## src/rtl/uart_rx_sipo_if.sv

```systemverilog
// Serial-receiver bus: oversampling tick and serial line in, completed frame out.
`timescale 1ns/1ps
interface uart_rx_sipo_if;
  logic        baud_tick;
  logic        rx_in;
  logic [10:0] data_parll;
  logic        recieved_flag;
  logic        busy;

  // Driver side: supplies tick and line, observes the received frame
  modport master (
    output baud_tick, rx_in,
    input  data_parll, recieved_flag, busy
  );

  // Receiver side
  modport slave (
    input  baud_tick, rx_in,
    output data_parll, recieved_flag, busy
  );
endinterface

```

## src/rtl/uart_rx_sipo.sv

```systemverilog
// Oversampling UART receiver delivering the whole 11-bit frame (start, data,
// parity, stop) in parallel. Start bit is validated at mid-bit; parity and
// stop are passed through unchecked for the downstream stage to inspect.
`timescale 1ns/1ps
module uart_rx_sipo #(
  parameter int OVERSAMPLE = 16
) (
  input logic           clk,
  input logic           rst,
  uart_rx_sipo_if.slave bus
);

  localparam int TW = $clog2(OVERSAMPLE);
  localparam logic [TW-1:0] HALF_CNT = TW'(OVERSAMPLE / 2 - 1);
  localparam logic [TW-1:0] LAST_CNT = TW'(OVERSAMPLE - 1);
  localparam logic [TW-1:0] TICK_ONE = TW'(1);

  typedef enum logic [1:0] {IDLE, START, DATA} state_t;

  state_t          state;
  logic [TW-1:0]   tick_cnt;
  logic [3:0]      bit_cnt;
  logic [10:0]     shift_reg;
  logic [10:0]     data_reg;
  logic            flag_reg;
  logic            busy_reg;
  logic            sync1;
  logic            rx_s;

  // Two-flop synchronizer; resets to the idle-high line level
  always_ff @(posedge clk) begin
    if (rst) begin
      sync1 <= 1'b1;
      rx_s  <= 1'b1;
    end else begin
      sync1 <= bus.rx_in;
      rx_s  <= sync1;
    end
  end

  // Receive FSM: everything advances only on baud ticks, except the flag pulse
  always_ff @(posedge clk) begin
    if (rst) begin
      state     <= IDLE;
      tick_cnt  <= '0;
      bit_cnt   <= '0;
      shift_reg <= '0;
      data_reg  <= '0;
      flag_reg  <= 1'b0;
      busy_reg  <= 1'b0;
    end else begin
      flag_reg <= 1'b0;
      if (bus.baud_tick) begin
        case (state)
          IDLE: begin
            if (!rx_s) begin
              tick_cnt <= '0;
              state    <= START;
              busy_reg <= 1'b1;
            end
          end
          START: begin
            if (tick_cnt == HALF_CNT) begin
              if (!rx_s) begin
                shift_reg <= {rx_s, shift_reg[10:1]};
                tick_cnt  <= '0;
                bit_cnt   <= 4'd1;
                state     <= DATA;
              end else begin
                state    <= IDLE;
                busy_reg <= 1'b0;
              end
            end else begin
              tick_cnt <= tick_cnt + TICK_ONE;
            end
          end
          DATA: begin
            if (tick_cnt == LAST_CNT) begin
              shift_reg <= {rx_s, shift_reg[10:1]};
              tick_cnt  <= '0;
              bit_cnt   <= bit_cnt + 4'd1;
              if (bit_cnt == 4'd10) begin
                data_reg <= {rx_s, shift_reg[10:1]};
                flag_reg <= 1'b1;
                state    <= IDLE;
                busy_reg <= 1'b0;
              end
            end else begin
              tick_cnt <= tick_cnt + TICK_ONE;
            end
          end
          default: begin
            state    <= IDLE;
            busy_reg <= 1'b0;
          end
        endcase
      end
    end
  end

  assign bus.data_parll    = data_reg;
  assign bus.recieved_flag = flag_reg;
  assign bus.busy          = busy_reg;

endmodule

```

## src/flat_wrapper.sv

```systemverilog
// flat-port wrapper written by rule: the top's interface ports become plain ports
module uart_rx_sipo_flat 
#(
  parameter int OVERSAMPLE = 16
)
  (clk, rst, bus_baud_tick, bus_rx_in, bus_data_parll, bus_recieved_flag, bus_busy);
  uart_rx_sipo_if bus_i ();
  input logic clk;
  input logic rst;
  input wire logic [$bits(bus_i.baud_tick)-1:0] bus_baud_tick;
  input wire logic [$bits(bus_i.rx_in)-1:0] bus_rx_in;
  output wire logic [$bits(bus_i.data_parll)-1:0] bus_data_parll;
  output wire logic [$bits(bus_i.recieved_flag)-1:0] bus_recieved_flag;
  output wire logic [$bits(bus_i.busy)-1:0] bus_busy;
  assign bus_i.baud_tick = bus_baud_tick;
  assign bus_i.rx_in = bus_rx_in;
  assign bus_data_parll = bus_i.data_parll;
  assign bus_recieved_flag = bus_i.recieved_flag;
  assign bus_busy = bus_i.busy;
  uart_rx_sipo #(.OVERSAMPLE(OVERSAMPLE)) u_core (.clk(clk), .rst(rst), .bus(bus_i));
endmodule
```

## config.mk

```make
export PLATFORM = sky130hd
export DESIGN_NAME = uart_rx_sipo_flat
export DESIGN_NICKNAME = d
export VERILOG_FILES = /design/src/rtl/uart_rx_sipo_if.sv /design/src/rtl/uart_rx_sipo.sv /design/src/flat_wrapper.sv
export SDC_FILE = /design/constraint.sdc
export NUM_CORES = 1
export LEC_CHECK = 0
export CAP_MARGIN = 10
export CELL_PAD_IN_SITES_DETAIL_PLACEMENT = 0
export CELL_PAD_IN_SITES_GLOBAL_PLACEMENT = 1
export CORE_MARGIN = 2
export CORE_UTILIZATION = 43
export DETAILED_ROUTE_END_ITERATION = 16
export PLACE_DENSITY = 0.75
export SLEW_MARGIN = 20
export SYNTH_ARGS = -nofsm -noshare
export SYNTH_HDL_FRONTEND = slang
export SYNTH_SLANG_ARGS = --single-unit
export TNS_END_PERCENT = 20
```

## constraint.sdc

```tcl
create_clock -name clk -period 2.9 [get_ports clk]
set_clock_uncertainty 0.15 [all_clocks]
set_input_delay 0.58 -clock clk [delete_from_list [all_inputs] [get_ports clk]]
set_output_delay 0.58 -clock clk [all_outputs]
set_load 0.02 [all_outputs]
```

==> results of run 1 <==
## metal layers
metal | share of wire | wire length, um | GRT usage | vias up
li1 | - | - | - | 605
met1 | 0.52 | 1590 | 0.222 | 553
met2 | 0.43 | 1320 | 0.250 | 18
met3 | 0.025 | 76 | 0.0417 | 7
met4 | 0.020 | 61 | 0.0718 | 0
met5 | 0 | 0 | 0 | -
## worst max-delay path, cell delays in order, from the launching register on
cell and delay, ps:
dfxtp_1 390, inv_1 100, ha_1 340, or4b_4 540, a21oi_4 210, buf_4 240, mux2i_1 220, nor2_1 50
## worst paths after layout
path | end | cells past startpoint | from
worst max register to register | u_core.shift_reg[4] | 7 | u_core.state[0]
worst min-delay path | u_core.rx_s | 1 | u_core.sync1
worst min register to register | u_core.rx_s | 1 | u_core.sync1
worst max-delay path | u_core.shift_reg[4] | 7 | u_core.state[0]
## per-stage QoR
| stage | hold slack (ps) | power (mW) | cells | area [um2] |
|---|---|---|---|---|
| 4_1_cts | 270 | 1.05 | 231 | 1920 |
| 5_1_grt | 290 | 1.08 | 231 | 1920 |
| 3_5_place_dp | 252 | 0.539 | 223 | 1790 |
| 3_3_place_gp | 250 | 0.538 | 223 | 1790 |
| 6_report | 264 | 1.04 | 231 | 1920 |
| 2_1_floorplan | 239 | 0.526 | 164 | 1600 |
## layout make-up
| type | instances | share of cell area |
|---|---|---|
| well taps | 48 | 0.0312 |
| clock buffers | 6 | 0.0377 |
| multi-input cells | 114 | 0.425 |
| inverters | 6 | 0.0117 |
| repair buffers | 20 | 0.0989 |
| clock inverters | 2 | 0.0312 |
| flip-flops and latches | 35 | 0.364 |
## where the power goes
part	internal, mW	switching, mW
combinational	0.0169	0.0247
clock	0.344	0.173
sequential	0.484	0.00262
## synth_stat cells, types with 2 or more instances
library cell,number
a21oi_1,6
a32o_1,3
buf_2,3
clkbuf_1,2
dfxtp_1,35
ha_1,8
inv_1,6
mux2i_1,25
nand2_1,11
nand3_1,6
nand3b_1,2
nor2_1,26
nor2b_1,2
nor3_1,2
o21ai_0,2
or2_2,2
## cell families after synthesis
kind of cell	after synthesis	share of synthesized area
compound gates	20	0.0981
xor+xnor	1	0.00549
fa+ha+maj	8	0.0627
buf+inv	15	0.0518
flops	35	0.439
mux	26	0.164
simple gates	59	0.179
==> flow_summary.yaml, run 1 <==
outcome:
  outcome: "complete, no violations"
sta:
  hold_viol_final: 0
  setup_tns_ps: 0
  rsz0062_at_grt: "no"
  finalCritPeriodShare: 0.810
  max_freq_mhz: 426
  min_period_ps: 2350
  worstMarginPinSlew_ps: 378
  setup_viol_count_final: 0
  slew_headroom: 0.748
  maxSlewViolCount: 0
  fin_ws_ps: 550
route:
  post-route-drc-count: 0
  vias_per_cell: 5.12
  wire_per_inst_um: 13.2
  ant_nets: 0
  vias: 1183
  wirelength_mm: 3.04
  drtIter0Drc: 83
  drt_pass1_iterations: 4
worst_setup_path:
  end_kind: "flip-flop"
  crit_path_max_fanout: 11
  r2r_slack_ps: 550
  critPathRequiredTime_ps: 2920
  arrival_ps: 2370
  worstSetupPathType: "reg2reg"
  cp-start-kind: "flip-flop"
cells_and_area:
  largest_reg_flops: 11
  synthToLayoutAreaGrowth_pct: 20.5
  final_core_util: 0.533
  final_layout_size_suffix_gt1_frac: 0.104
  final_cell_mix: "35 x dfxtp_1, 26 x nor2_1, 25 x mux2i_1"
  num_antenna_cells: 0
  nFillCells: 336
  final_common_cell: "dfxtp_1"
  fin_nets: 194
  multi_input_area_um2: 817
  ff_latch_area_um2: 701
clock_tree:
  cts_resized: 0
  insertion_delay_ps: 280
  clock_path_buffers: 2
  cts_tree: "yes"
  path_clk_slew_ps: 70
  postCtsSetupBuffers: 0
  cts_buffers: 5
  cts.sink_count: 35
  htreeDepth: 2
  postCtsHoldBufs: 0
  cts-root-buf: "clkbuf_8"
grt:
  grt_pass1_vias: 1136
  overflow: 0
  grt_max_degree: 29
  grt_pass1_wl_mm: 5.33
  track_usage: 0.165
  antenna_found_initial: 0
hold_path:
  hp-class: "reg2reg"
synthesis:
  synthCells: 164
  synth.yosys.seq_area_share: 0.439
  ys_types: 39
  syn-num-nets: 176
  synth_area_leaders: "dfxtp_1 44%, mux2i_1 16%, ha_1 6.3%, nor2_1 6.1%, nand2_1 2.6%"
  ys_async_sr_fraction: 0
  synth_area_um2: 1600
  ys_ff_latch: 35
  ys_warn_count: 0
  synth_top_cell_by_area: "dfxtp_1"
  synth.top_cell.area_share: 0.439
  postSynthAreaPerCell_um2: 9.73
  synth_edf_count: 0
  synth_top_flop_cell: "dfxtp_1"
placed_design:
  portBuffers: 16
  gp_congestion: 0.775
  post-place-ws_ps: 517
  dp_hpwl_mm: 2.08
floorplan:
  start_util: 0.442
  num_rows: 22
  die_x_um: 64.9
  dieArea_um2: 4210
  die_h_um: 64.9
  core_um2: 3610
  io_pins: 17
pwr:
  power_density_nw_per_um2: 543
  p_leak_nw: 0.662
  max-vdd-ir-drop_mv: 0.308
job:
  maxCapViolations: 0
(Power assumes the default switching activity.)
==> run 2, diff against run 1 <==
--- a/config.mk
+++ b/config.mk
@@ -9,9 +9,9 @@
 export CELL_PAD_IN_SITES_DETAIL_PLACEMENT = 0
 export CELL_PAD_IN_SITES_GLOBAL_PLACEMENT = 1
 export CORE_MARGIN = 2
-export CORE_UTILIZATION = 43
+export CORE_UTILIZATION = 38
 export DETAILED_ROUTE_END_ITERATION = 16
-export PLACE_DENSITY = 0.75
+export PLACE_DENSITY = 0.7
 export SLEW_MARGIN = 20
 export SYNTH_ARGS = -nofsm -noshare
 export SYNTH_HDL_FRONTEND = slang
==> constraint.sdc (replaced) <==
create_clock -name clk -period 2 [get_ports clk]
set_clock_uncertainty 0.15 [all_clocks]
set_input_delay 0.4 -clock clk [delete_from_list [all_inputs] [get_ports clk]]
set_output_delay 0.4 -clock clk [all_outputs]
set_load 0.02 [all_outputs]
==> run 2 against run 1 <==
Compared with the run above:
- the run now ends with negative setup slack left
- combinational power increased by 89%
- largest cell class unchanged
- wire length increased by 6.7%
- utilization decreased by 0.66 points
- fmax increased by 15%
==> flow_summary.yaml, run 2 (synthesis gave the netlist of run 1 again) <==
placed_design:
  gp_congestion: 0.791
  portBuffers: 16
  place_area_um2: 1910
  dp_hpwl_mm: 2.25
  place_inst: 236
clock_tree:
  htreeDepth: 2
  clock_path_buffers: 2
  cts_buffers: 5
  cts.sink_count: 35
  insertion_delay_ps: 290
  postCtsHoldBufs: 0
  cts-root-buf: "clkbuf_8"
  path_clk_slew_ps: 70
  cts_tree: "yes"
sta:
  finalCritPeriodShare: 1.02
  fin_ws_ps: -49.3
  hold_viol_final: 0
  slew_headroom: 0.775
  setup_tns_ps: -216
  setup_viol_count_final: 10
  max_freq_mhz: 488
  maxSlewViolCount: 0
  rsz0062_at_grt: "yes"
  min_period_ps: 2050
  worstMarginPinSlew_ps: 329
cells_and_area:
  final_cell_mix: "33 x dfxtp_1, 26 x nor2_1, 25 x mux2i_1"
  ff_latch_area_um2: 706
  largest_reg_flops: 11
  fin_nets: 209
  design_area_um2: 2120
  synthToLayoutAreaGrowth_pct: 33.0
  final_layout_size_suffix_gt1_frac: 0.212
  num_antenna_cells: 0
  nFillCells: 390
  final_common_cell: "dfxtp_1"
  fin_cells: 248
  multi_input_area_um2: 846
floorplan:
  core_um2: 4030
  die_h_um: 68.8
  io_pins: 17
  die_x_um: 68.8
  dieArea_um2: 4730
  num_rows: 23
  start_util: 0.396
hold_path:
  hp-class: "reg2reg"
  hp-start: "u_core.sync1"
outcome:
  outcome: "complete, but fails checks"
  violations: "negative setup slack"
worst_setup_path:
  cp-start-kind: "flip-flop"
  reg2reg_from: "u_core.state[0]"
  arrival_ps: 2080
  worstSetupPathType: "reg2reg"
  crit_chain: "inv_4, ha_4, or4b_4, a21oi_4, clkbuf_16, mux2i_1, nor2_1"
  r2r_slack_ps: -50
  slowest_delay_ps: 540
  critPathRequiredTime_ps: 2030
  cp_top_family: "simple AND/OR/NAND/NOR gates"
  crit_buf_inv: 2
  crit_path_max_fanout: 4
  startpoint: "u_core.state[0]"
  slowest_stage: "or4b_4"
  end_kind: "flip-flop"
pwr:
  power_density_nw_per_um2: 688
  max-vdd-ir-drop_mv: 0.393
  p_leak_nw: 0.755
route:
  post-route-drc-count: 0
  drtIter0Drc: 32
  ant_nets: 0
  vias: 1250
  wire_per_inst_um: 13.1
  drt_pass1_iterations: 5
  vias_per_cell: 5.04
  wirelength_mm: 3.25
grt:
  grt_max_degree: 31
  overflow: 0
  antenna_found_initial: 0
  grt_pass1_vias: 1227
  track_usage: 0.159
  grt_pass1_wl_mm: 5.55
job:
  maxCapViolations: 0
==> run 2: cell types whose count changed in the layout (fill, tap and decap cells not counted), sizes merged <==
cell and delta:
buf +14, clkbuf +1, inv +1, bufinv -1
==> run 2: worst paths after layout <==
kind                            depth (start not counted)             endpoint
worst max-delay path                                    7  u_core.shift_reg[1]
worst min-delay path                                    1          u_core.rx_s
worst max register to register                          7  u_core.shift_reg[1]
worst min register to register                          1          u_core.rx_s
==> run 2: layer usage <==
| metal | part of all wire | global-route usage |
|---|---|---|
| met1 | 0.45 | 0.186 |
| met2 | 0.49 | 0.266 |
| met3 | 0.041 | 0.0552 |
| met4 | 0.017 | 0.0637 |
| met5 | 0 | 0 |
==> run 2: area by class of cell <==
type                            instances  area share
Clock inverter                          2      0.0183
Inverter                                6      0.0118
Clock buffer                            6      0.0389
Sequential cell                        35       0.333
Multi-Input combinational cell        114       0.399
Tap cell                               50      0.0295
Timing Repair Buffer                   35       0.170
==> run 2: power breakdown <==
part           switching, mW  leakage [nW]  internal, mW
Clock                  0.266        0.0618         0.410
Sequential           0.00410         0.284         0.701
Combinational         0.0411         0.409        0.0377
==> run 2: per-stage QoR <==
step / power [mW] / utilization / worst slack (ps) / hold WS [ps]
CTS: 1.47 / 0.507 / 1.91 / 269
finish: 1.46 / 0.527 / -49.3 / 265
global route: 1.51 / 0.527 / -116 / 297
detailed placement: 0.792 / 0.475 / -134 / 251
global placement: 0.790 / 0.475 / -125 / 242
floorplan: 0.763 / - / 9.26 / 239
==> run 2: repair_timing <==
item / 4_1_cts / 5_1_grt
cloned: 0 / 1
resized for setup: 3 / 9
pin swaps: 0 / 8
setup endpoints to repair: 12 / 15
setup buffers: 0 / 3
